**config.mk**
```make
export PLATFORM = sky130hd
export DESIGN_NAME = mem_cmd_responder
export DESIGN_NICKNAME = d
export VERILOG_FILES = /design/src/rtl/mem_cmd_responder.sv
export SDC_FILE = /design/constraint.sdc
export NUM_CORES = 1
export LEC_CHECK = 0
export BUFFER_PORTS_ARGS = -buffer_cell sky130_fd_sc_hd__buf_2
export CORE_AREA = 10 10 180 98
export CTS_CLUSTER_DIAMETER = 50
export DETAILED_ROUTE_END_ITERATION = 12
export DIE_AREA = 0 0 190 108
export PLACE_DENSITY = 0.59
export SYNTH_ARGS = -nofsm -noshare
export SYNTH_HDL_FRONTEND = slang
export SYNTH_SLANG_ARGS = --single-unit
```
**constraint.sdc**
```tcl
create_clock -name clk -period 1.75 [get_ports clk]
set_clock_uncertainty 0.1 [all_clocks]
set_input_delay 0.35 -clock clk [delete_from_list [all_inputs] [get_ports clk]]
set_output_delay 0.35 -clock clk [all_outputs]
set_load 0.05 [all_outputs]
```
**src/rtl/mem_cmd_responder.sv**
```systemverilog
// Executes one software-register memory command at a time over an arbitrated memory port.
// Optional macro MEM_RESP_BOUNDS_CHECK_EN rejects addresses wider than ADDR_WIDTH with an error.
module mem_cmd_responder #(
   parameter int ADDR_WIDTH = 8,
   parameter int RD_LATENCY = 1
) (
   input  logic                  clk,
   input  logic                  reset,
   input  logic [31:0]           mem_addr_reg,
   input  logic [31:0]           mem_data_write_reg,
   input  logic [31:0]           mem_cmd_reg,
   output logic [31:0]           mem_data_read_reg,
   output logic [31:0]           mem_status_reg,
   output logic                  mem_req,
   input  logic                  mem_gnt,
   output logic                  mem_port_en,
   output logic                  mem_port_we,
   output logic [ADDR_WIDTH-1:0] mem_port_addr,
   output logic [31:0]           mem_port_wdata,
   input  logic [31:0]           mem_port_rdata
);
   typedef enum logic [2:0] {S_IDLE, S_REQ, S_ACCESS, S_WAIT, S_DONE} state_t;

   localparam logic [1:0] OP_RD  = 2'b01;
   localparam logic [1:0] OP_WR  = 2'b10;
   localparam logic [1:0] OP_ILL = 2'b11;

   state_t                state_q, state_d;
   logic [1:0]            op_q, op_d;
   logic [7:0]            acc_tag_q, acc_tag_d;
   logic [ADDR_WIDTH-1:0] addr_q, addr_d;
   logic [31:0]           wdata_q, wdata_d;
   logic                  err_pend_q, err_pend_d;
   logic [1:0]            wait_cnt_q, wait_cnt_d;
   logic [31:0]           rdata_q, rdata_d;
   logic [7:0]            done_tag_q, done_tag_d;
   logic [15:0]           count_q, count_d;
   logic                  error_q, error_d;

   logic accept, is_rw, out_of_range, wait_last, busy;
   logic unused_bits;

   assign accept    = (state_q == S_IDLE) && (mem_cmd_reg[15:8] != acc_tag_q);
   assign is_rw     = (mem_cmd_reg[1:0] == OP_RD) || (mem_cmd_reg[1:0] == OP_WR);
   assign wait_last = (wait_cnt_q == 2'(RD_LATENCY - 1));

`ifdef MEM_RESP_BOUNDS_CHECK_EN
   assign out_of_range = (mem_addr_reg >> ADDR_WIDTH) != 32'd0;
`else
   assign out_of_range = 1'b0;
`endif

   assign unused_bits = ^{mem_cmd_reg[31:16], mem_cmd_reg[7:2], mem_addr_reg};

   always_ff @(posedge clk) begin
      if (reset) state_q <= S_IDLE;
      else       state_q <= state_d;
   end

   always_comb begin
      state_d = state_q;
      case (state_q)
         S_IDLE:   if (accept) state_d = (is_rw && !out_of_range) ? S_REQ : S_DONE;
         S_REQ:    if (mem_gnt) state_d = S_ACCESS;
         S_ACCESS: state_d = (op_q == OP_WR) ? S_DONE : S_WAIT;
         S_WAIT:   if (wait_last) state_d = S_DONE;
         S_DONE:   state_d = S_IDLE;
         default:  state_d = S_IDLE;
      endcase
   end

   always_comb begin
      busy        = (state_q != S_IDLE);
      mem_req     = (state_q == S_REQ) || (state_q == S_ACCESS) || (state_q == S_WAIT);
      mem_port_en = (state_q == S_ACCESS);
      mem_port_we = (state_q == S_ACCESS) && (op_q == OP_WR);
   end

   // Command fields are frozen at acceptance; status only moves on the DONE cycle.
   always_comb begin
      op_d       = op_q;
      acc_tag_d  = acc_tag_q;
      addr_d     = addr_q;
      wdata_d    = wdata_q;
      err_pend_d = err_pend_q;
      wait_cnt_d = wait_cnt_q;
      rdata_d    = rdata_q;
      done_tag_d = done_tag_q;
      count_d    = count_q;
      error_d    = error_q;
      if (accept) begin
         op_d       = mem_cmd_reg[1:0];
         acc_tag_d  = mem_cmd_reg[15:8];
         addr_d     = mem_addr_reg[ADDR_WIDTH-1:0];
         wdata_d    = mem_data_write_reg;
         err_pend_d = (mem_cmd_reg[1:0] == OP_ILL) || (is_rw && out_of_range);
      end
      if (state_q == S_ACCESS) wait_cnt_d = 2'd0;
      if (state_q == S_WAIT) begin
         wait_cnt_d = wait_cnt_q + 2'd1;
         if (wait_last) rdata_d = mem_port_rdata;
      end
      if (state_q == S_DONE) begin
         done_tag_d = acc_tag_q;
         count_d    = count_q + 16'd1;
         error_d    = err_pend_q;
      end
   end

   always_ff @(posedge clk) begin
      if (reset) begin
         op_q       <= 2'b00;
         acc_tag_q  <= 8'd0;
         addr_q     <= '0;
         wdata_q    <= 32'd0;
         err_pend_q <= 1'b0;
         wait_cnt_q <= 2'd0;
         rdata_q    <= 32'd0;
         done_tag_q <= 8'd0;
         count_q    <= 16'd0;
         error_q    <= 1'b0;
      end else begin
         op_q       <= op_d;
         acc_tag_q  <= acc_tag_d;
         addr_q     <= addr_d;
         wdata_q    <= wdata_d;
         err_pend_q <= err_pend_d;
         wait_cnt_q <= wait_cnt_d;
         rdata_q    <= rdata_d;
         done_tag_q <= done_tag_d;
         count_q    <= count_d;
         error_q    <= error_d;
      end
   end

   assign mem_port_addr     = addr_q;
   assign mem_port_wdata    = wdata_q;
   assign mem_data_read_reg = rdata_q;
   assign mem_status_reg    = {count_q, done_tag_q, 6'd0, error_q, busy};

endmodule

```
==> summary.md <==
| Metric | Value |
|---|---|
| DRT Pass-1 Iters | `4` |
| Violated checks | `setup timing` |
| Fraction of layout cells with a size suffix above 1 | `0.376` |
| Top Usage Layer GRT | `met2` |
| Placed cell areas | `6160 um^2` |
| Final max-slew violation count | `0` |
| Io pins | `238` |
| Share of the synthesized area in the top cell type | `0.457` |
| Initial Util | `0.335` |
| Post-synth ARST share | `0` |
| Post-route setup slack | `-17.6 ps` |
| Final setup viols | `1` |
| Via count | `4272` |
| Die area | `20500 um^2` |
| Met1 usage | `0.159` |
| Yosys top cell by area | `dfxtp_1` |
| Setup TNS | `-17.6 ps` |
| Iter 0 DRT Violations | `186` |
| Design area | `6980 um^2` |
| Clk_lat worst skew | `400 ps` |
| Die Ht | `108 um` |
| GRT overflow | `0` |
| Clock sink total | `113` |
| Top cells by count, synth | `113 x dfxtp_1, 103 x nand2b_1, 94 x nand2_1, 53 x mux2i_1, 47 x a21oi_1` |
| Worst r2r src | `state_q[2]$_SDFFE_PP0P_` |
| CTS tree | `done` |
| Vias in the first global route | `4256` |
| Hold Fails Final Rpt | `0` |
| DRC | `0` |
| Hold_sp | `mem_port_rdata[12]` |
| Row cnt | `32` |
| Flops & latches, synth | `113` |
| Top post-synthesis cells by area | `dfxtp_1 46%, nand2b_1 13%, mux2i_1 11%` |
| Crit start category | `flip-flop` |
| Mapped Cells | `544` |
| Crit Path Category | `reg2out` |
| Yosys warns | `0` |
| Nets | `877` |
| Crit path DAT | `1320 ps` |
| Detailed Route WL | `14400 um` |
| Peak supply drop | `0.683 mV` |
| DIE WIDTH | `190 um` |
| Crit path from | `state_q[2]$_SDFFE_PP0P_` |
| Routability cong. | `0.770` |
| Clk pin slew, worst setup/hold paths | `50 ps` |
| Met3 Use GR | `0.0701` |
| CP endpoint kind | `primary output` |
| Fin cells | `960` |
| CTS Buf Count | `17` |
| Core area | `14800 um^2` |
| Largest net degree at the start of global routing | `65` |
| Area growth syn-to-layout | `41.2%` |
| Critical-path maximum fanout | `7` |
| Syn avg cell area | `9.09 um^2` |
| Final HPWL DP | `10700 um` |
| Fmax | `566 MHz` |
| Max Cap Violations | `0` |
| Placed insts | `919` |
| Syn Std Cell Area | `4950 um^2` |
| Initial antenna violation count | `2` |
| Filler cells | `1404` |
| Antenna diodes | `0` |
| Max Root-Sink Buffers | `2` |
| Hold crit path type | `in2reg` |
| Post-synth EDFFs | `0` |
| Met2 Use GR | `0.207` |
| CTS root buf | `clkbuf_16` |
| DP Worst Slack | `-72.9 ps` |
| Total power | `8.44 mW` |
| Final Cycle Share | `1.01` |
| Finished Core Util | `0.473` |
| Outcome | `finished, violations left` |
| First-pass GRT wire length | `21900 um` |
| Most numerous cell in the Yosys netlist | `dfxtp_1` |
| Crit path required time | `1300 ps` |
| Routed Antenna Nets | `0` |
| Vias/cell | `4.45` |
| Synth cell types | `39` |
| Pleak | `3.21 nW` |
| RSZ-0062 raised after global routing | `yes` |
| Final Critical Period | `1770 ps` |
| WL/cell | `15.0 um` |
| H-tree Lvls | `4` |
| PD cells | `1210 nW/um^2` |
| Hold Worst Slack | `85.9 ps` |
| Post-synthesis sequential area ratio | `0.457` |
| Gr usage total | `0.133` |
| Synth Flop Type | `dfxtp_1` |
| Port bufs | `185` |
-- cell type report --
| cell class | count | area (um^2) | share of cell area |
|---|---|---|---|
| Tap cell | 204 | 255 | 0.0365 |
| Clock inverter | 11 | 114 | 0.0163 |
| Clock buffer | 21 | 450 | 0.0645 |
| Sequential cell | 113 | 2290 | 0.327 |
| Inverter | 4 | 15.0 | 0.00215 |
| Multi-Input combinational cell | 389 | 2530 | 0.362 |
| Timing Repair Buffer | 218 | 1330 | 0.191 |
-- per-layer routing --
metal  vias up  wire length, um
li1       2168                -
met1      1977             6530
met2       115             6480
met3         8             1300
met4         4               56
met5         -               26
-- where the power goes --
group	switching [mW]	leakage, nW	total [mW]	internal (mW)
clock	1.19	0.276	3.31	2.12
sequential	0.144	0.930	2.95	2.81
combinational	1.36	2.01	2.18	0.823
-- worst paths after layout --
check                                        to  slack (ps)  cells after the start
min reg2reg  mem_data_read_reg[14]$_SDFFE_PP0P_         350                      2
min          mem_data_read_reg[12]$_SDFFE_PP0P_          90                      3
max                           mem_status_reg[0]         -20                      2
max reg2reg           acc_tag_q[6]$_SDFFE_PP0P_           0                      6
-- cells by family (layout without fill, tap and decap cells) --
logic type	after synthesis	after routing	share of synthesized area
DFF	113	113	0.457
buffers and inverters	47	254	0.0524
muxes	55	55	0.112
AOI/OAI and AO/OA	55	55	0.0615
xor gates and xnor gates	19	19	0.0336
other	1	6	0.000758
adders and majority gates	3	3	0.00759
and+or+nand+nor	251	251	0.275
-- worst max-delay path: stages, from the launching register on --
cell and delay [ps]:
dfxtp_4 360, or3_4 390, buf_8 160
-- what timing repair did --
item                       CTS  global route
buffers inserted             4             3
resized for setup           16            24
hold buffers                 0             0
setup endpoints to repair    4            41
hold endpoints to repair     0             0
pin swaps                    1             4
cloned                       0             2
-- placed cells by master, fill, tap and decap left out, types with 2 or more instances in the layout --
cell type	synthesis	final
dfxtp_2	0	13
xor2_2	0	5
a21oi_1	47	47
buf_12	0	7
inv_1	4	4
xnor2_1	9	9
clkinvlp_4	0	2
dfxtp_4	0	2
buf_4	8	22
nor2b_1	4	3
mux2i_1	53	53
conb_1	1	6
buf_6	6	5
nand2_1	94	94
nor2_4	0	2
clkbuf_1	22	3
clkbuf_16	0	18
nand3_1	6	6
mux2_1	2	2
o21ai_0	3	3
dfxtp_1	113	98
bufinv_16	0	2
nor3_1	4	4
buf_8	0	3
xor2_1	10	5
nor4_4	2	3
nor4_1	5	4
nor2_1	18	15
buf_2	6	180
nand2b_1	103	102
ha_1	3	3
and3_1	2	2
clkinv_2	0	6
nand4_1	3	3
Note: power is estimated with default switching activity, not from simulation.
